### config.mk
export PLATFORM = sky130hd
export DESIGN_NAME = abus_arbiter
export DESIGN_NICKNAME = d
export VERILOG_FILES = /design/src/rtl/abus_arbiter_pkg.sv /design/src/rtl/abus_rr_pick.sv /design/src/rtl/abus_arbiter.sv
export SDC_FILE = /design/constraint.sdc
export NUM_CORES = 1
export LEC_CHECK = 0
export ABC_AREA = 0
export BUFFER_PORTS_ARGS = -buffer_cell sky130_fd_sc_hd__buf_2
export CAP_MARGIN = 20
export CORE_UTILIZATION = 35
export CTS_CLUSTER_SIZE = 25
export DETAILED_ROUTE_END_ITERATION = 10
export PLACE_DENSITY_LB_ADDON = 0.08
export SETUP_SLACK_MARGIN = 0.4
export SLEW_MARGIN = 0
export SYNTH_ARGS = -nofsm -noshare
export SYNTH_HDL_FRONTEND = slang
export SYNTH_SLANG_ARGS = --single-unit
### constraint.sdc
create_clock -name abus_clk -period 3.06 [get_ports abus_clk]
set_clock_uncertainty 0.1 [all_clocks]
set_input_delay 0.612 -clock abus_clk [delete_from_list [all_inputs] [get_ports abus_clk]]
set_output_delay 0.612 -clock abus_clk [all_outputs]
set_load 0.02 [all_outputs]
### src/rtl/abus_arbiter_pkg.sv
// Shared types and helpers for the abus round-robin arbiter.
// Holds the arbiter state encoding and the watchdog counter sizing rule.
package abus_arbiter_pkg;

    typedef enum logic [1:0] {
        S_ARB_IDLE    = 2'd0,
        S_ARB_GRANT   = 2'd1,
        S_ARB_RELEASE = 2'd2
    } arb_state_e;

    localparam int GID_W = 3;

    // A disabled watchdog (timeout of 0) still gets a 1-bit counter.
    function automatic int wd_width(input int timeout);
        return (timeout > 0) ? $clog2(timeout + 1) : 1;
    endfunction

endpackage

### src/rtl/abus_rr_pick.sv
// Combinational round-robin picker: finds the first set request
// searching upward from last+1, wrapping modulo NB_MASTERS.
module abus_rr_pick
    import abus_arbiter_pkg::*;
#(
    parameter int NB_MASTERS = 4
) (
    input  logic [NB_MASTERS-1:0] req,
    input  logic [GID_W-1:0]      last,
    output logic [NB_MASTERS-1:0] onehot,
    output logic [GID_W-1:0]      idx,
    output logic                  any
);

    always_comb begin
        onehot = '0;
        idx    = '0;
        any    = 1'b0;
        for (int i = 1; i <= NB_MASTERS; i++) begin
            // Nested loop keeps every select a constant index after unrolling.
            for (int j = 0; j < NB_MASTERS; j++) begin
                if (!any && req[j] && (j == ((int'(last) + i) % NB_MASTERS))) begin
                    any       = 1'b1;
                    onehot[j] = 1'b1;
                    idx       = GID_W'(j);
                end
            end
        end
    end

endmodule

### src/rtl/abus_arbiter.sv
// Central abus arbiter: round-robin grant to one master at a time, held
// until abus_mack, an early request drop, or watchdog expiry.
module abus_arbiter
    import abus_arbiter_pkg::*;
#(
    parameter int NB_MASTERS = 4,
    parameter int TIMEOUT    = 64
) (
    input  logic                  abus_clk,
    input  logic                  abus_rstb,
    input  logic [NB_MASTERS-1:0] abus_mreq,
    input  logic                  abus_mack,
    output logic [NB_MASTERS-1:0] abus_mgrant,
    output logic [GID_W-1:0]      abus_gid,
    output logic                  abus_gvalid,
    output logic                  abus_timeout
);

    localparam int              WD_W    = wd_width(TIMEOUT);
    localparam logic [WD_W-1:0] WD_LAST = WD_W'((TIMEOUT > 0) ? TIMEOUT - 1 : 0);

    arb_state_e            state_q, state_d;
    logic [NB_MASTERS-1:0] mgrant_q, mgrant_d;
    logic [GID_W-1:0]      gid_q, gid_d;
    logic                  gvalid_q, gvalid_d;
    logic                  timeout_q, timeout_d;
    logic [GID_W-1:0]      last_q, last_d;
    logic [WD_W-1:0]       wd_q, wd_d;

    logic [NB_MASTERS-1:0] pick_onehot;
    logic [GID_W-1:0]      pick_idx;
    logic                  pick_any;
    logic                  owner_req;

    abus_rr_pick #(
        .NB_MASTERS (NB_MASTERS)
    ) u_pick (
        .req    (abus_mreq),
        .last   (last_q),
        .onehot (pick_onehot),
        .idx    (pick_idx),
        .any    (pick_any)
    );

    // The grant is one-hot, so masking with it selects the owner's request.
    assign owner_req = |(abus_mreq & mgrant_q);

    always_comb begin
        state_d   = state_q;
        mgrant_d  = mgrant_q;
        gid_d     = gid_q;
        gvalid_d  = gvalid_q;
        timeout_d = 1'b0;
        last_d    = last_q;
        wd_d      = wd_q;
        unique case (state_q)
            S_ARB_IDLE: begin
                wd_d = '0;
                if (pick_any) begin
                    mgrant_d = pick_onehot;
                    gid_d    = pick_idx;
                    gvalid_d = 1'b1;
                    last_d   = pick_idx;
                    state_d  = S_ARB_GRANT;
                end
            end
            S_ARB_GRANT: begin
                wd_d = wd_q + WD_W'(1);
                // Completion and early drop both outrank the watchdog.
                if (!owner_req || abus_mack) begin
                    mgrant_d = '0;
                    gid_d    = '0;
                    gvalid_d = 1'b0;
                    state_d  = S_ARB_RELEASE;
                end else if ((TIMEOUT != 0) && (wd_q == WD_LAST)) begin
                    mgrant_d  = '0;
                    gid_d     = '0;
                    gvalid_d  = 1'b0;
                    timeout_d = 1'b1;
                    state_d   = S_ARB_RELEASE;
                end
            end
            S_ARB_RELEASE: begin
                wd_d    = '0;
                state_d = S_ARB_IDLE;
            end
            default: begin
                state_d = S_ARB_IDLE;
            end
        endcase
    end

    always_ff @(posedge abus_clk or negedge abus_rstb) begin
        if (!abus_rstb) begin
            state_q   <= S_ARB_IDLE;
            mgrant_q  <= '0;
            gid_q     <= '0;
            gvalid_q  <= 1'b0;
            timeout_q <= 1'b0;
            last_q    <= GID_W'(NB_MASTERS - 1);
            wd_q      <= '0;
        end else begin
            state_q   <= state_d;
            mgrant_q  <= mgrant_d;
            gid_q     <= gid_d;
            gvalid_q  <= gvalid_d;
            timeout_q <= timeout_d;
            last_q    <= last_d;
            wd_q      <= wd_d;
        end
    end

    assign abus_mgrant  = mgrant_q;
    assign abus_gid     = gid_q;
    assign abus_gvalid  = gvalid_q;
    assign abus_timeout = timeout_q;

endmodule

==> results.yml <==
outcome:
  outcome: "completed"
synth:
  synth.distinct_cells: 38
  muxShareOfSynthArea: 0.00990
  synth_area_per_cell_um2: 9.54
  async_flop_share: 1.00
  synthSimpleGateAreaFrac: 0.186
  ys_warn_count: 0
  syn_nets: 114
  synth_edf_count: 0
  synth_top_family_by_area: "compound AO/OA/AOI/OAI gates"
  synth-seq-cells: 19
  ys_seq_area_frac: 0.473
  syn-cell-area_um2: 1010
  syn_inst: 106
  synthAdderAreaFrac: 0.0124
  synth_ff_type: "dfrtp_1"
  synth-xor-area-share: 0.0433
  synth-compound-area-share: 0.199
clock_network:
  clock_latency_ps: 290
  h-tree-depth: 1
  cts_tree: "built"
  cts_setup_buffers: 0
  cts_inserted_buffers: 3
  cts_root_buf: "clkbuf_4"
  cts.path.max_buffers: 2
  cts_hold_buf: 0
  cts.sinks: 19
  clk_pin_slew_worst_paths_ps: 110
  cts_repair_resize_count: 0
floorplan:
  core_region_area_um2: 2760
  start_util: 0.367
  io_pins: 16
  die-area_um2: 3110
  row_count: 19
  die_x_um: 55.7
  die_y_um: 55.7
placed_design:
  portBuffers: 14
  post-place-ws_ps: 1210
  place_area_um2: 1080
  dp_hpwl_mm: 1.40
  routabilityCongestion: 0.791
final_layout:
  antenna_cells: 0
  drive_above_1_share: 0.185
  final_nets: 128
  syn_to_final_growth_pct: 9.78
  final_area_um2: 1110
  fillers: 300
drt:
  via_per_inst: 5.26
  first_pass_iters: 2
  dr_total_vias: 789
  drcViolationCount: 0
  ant_nets: 0
  drt-total-wl_mm: 2.00
  wl_per_cell_um: 13.3
  first_iter_violations: 18
worst_setup_path:
  crit_fanout: 7
  endpoint_kind: "flop"
  cp.arrival_ps: 1730
  worst_ep_required_time_ps: 3130
  critical_path.startpoint_type: "flop"
  critical_path_class: "reg -> reg"
power_and_ir_drop:
  p_per_area_nw_per_um2: 849
  p_comb_frac: 0.405
  switching_power_w: 0.000397
  power_leakage_nw: 0.502
  internal_power_w: 0.000545
  netSwitchingFraction: 0.421
  p_seq_frac: 0.459
  p_clk_frac: 0.136
  ir_drop_mv: 0.346
global_route:
  grt_max_degree: 20
  grt_usage: 0.152
  grt-ovfl-total: 0
  first_global_vias: 784
  grt_pass1_wl_mm: 3.68
  antenna_found_initial: 0
sta:
  setup_violations: 0
  period_needed_ps: 1660
  fmax_mhz: 601
  slew_viol_final: 0
  rsz0062_at_grt: "false"
  setup_tns_ps: 0
  setup_ws_ps: 1400
  hold_violations: 0
  fin_crit_sh: 0.544
flow_run:
  maxCapViolCount: 0
worst_hold_path:
  hp-class: "in -> async"
layout by cell type (no fill, tap or decap), types with 2 or more instances in the layout:
cell,n
dfrtp_1,17
buf_2,14
o21ai_0,11
inv_1,9
nor2_1,9
nor2b_1,5
nand3_1,4
nand2_1,4
a22oi_1,3
a21oi_1,3
xor2_1,3
nor3_1,3
clkbuf_4,3
a21o_1,2
or3_1,2
nand2b_1,2
xnor2_1,2
o22ai_1,2
dfstp_2,2
critical path, stage by stage (launching register included):
cell     delay, ps
dfrtp_1        400
ha_1           180
nand2_1         80
or3_4          370
a31oi_4        290
o21ai_0        110
per-stage QoR:
step	util	std cells	hold WS, ps	total power (W)
final	0.402	150	135	0.000942
after global routing	0.402	150	155	0.00104
after CTS	0.402	150	147	0.000961
after detailed placement	0.393	146	411	0.000828
after global placement	0.393	146	406	0.000825
after floorplan	-	106	216	0.000716
synth_stat cells, types with 2 or more instances:
cell type,count,area share
buf_2,2,0.0099
nand2b_1,2,0.012
nor2_1,9,0.033
o21ai_0,11,0.054
xnor2_1,2,0.017
nor2b_1,5,0.031
a21oi_1,3,0.015
dfrtp_1,17,0.42
inv_1,9,0.033
o22ai_1,2,0.012
xor2_1,3,0.026
a21o_1,2,0.015
buf_4,2,0.015
or3_1,2,0.012
a22oi_1,3,0.022
nand2_1,4,0.015
nand3_1,4,0.020
nor3_1,3,0.015
dfstp_2,2,0.052
cells by family after synthesis:
logic type	after synthesis
AOI/OAI and AO/OA	30
xor gates and xnor gates	5
and+or+nand+nor	34
buffers and inverters	15
muxes	1
adders and majority gates	1
DFF	19
other	1
state kept, by name (all words and copies together) (netlist names):
signal,cells
wd_q,7
abus_gid,2
abus_mgrant,4
abus_gvalid,1
abus_timeout,1
state_q,2
last_q,2
worst paths after layout:
path	start	to	slack (ps)	cells after the start
setup / recovery	wd_q[0]$_DFFE_PN0P_	abus_mgrant[1]$_DFFE_PN0P_	1400	5
min in group abus_clk	last_q[1]$_DFFE_PN1P_	last_q[1]$_DFFE_PN1P_	430	2
max in group asynchronous	abus_rstb	last_q[0]$_DFFE_PN1P_	2390	1
hold reg to reg	last_q[1]$_DFFE_PN1P_	last_q[1]$_DFFE_PN1P_	430	2
hold / removal	abus_rstb	abus_mgrant[3]$_DFFE_PN0P_	140	1
setup reg to reg	wd_q[0]$_DFFE_PN0P_	abus_mgrant[1]$_DFFE_PN0P_	1400	5
power by group through the flow:
stage / Sequential (W) / Clock [W] / Combinational [W]
finish: 0.000432 / 0.000129 / 0.000381
floorplan: 0.000458 / 0 / 0.000259
global placement: 0.000438 / 0 / 0.000387
CTS: 0.000434 / 0.000137 / 0.000390
global route: 0.000450 / 0.000146 / 0.000439
detailed placement: 0.000439 / 0 / 0.000389
cell type report:
type,instances,area [um2],area share
multi-input combinational,72,459,0.414
inverter,10,37.5,0.0338
timing repair buffer,14,70.1,0.0631
clock buffer,4,26.3,0.0237
tap,31,38.8,0.0349
sequential,19,478,0.431
metal layers:
layer | share of wire | global-route usage
met2 | 0.48 | 0.234
met5 | 0 | 0
met4 | 0.017 | 0.0893
met1 | 0.48 | 0.201
met3 | 0.028 | 0.0256
No activity file was read; power rests on OpenSTA's default activity.
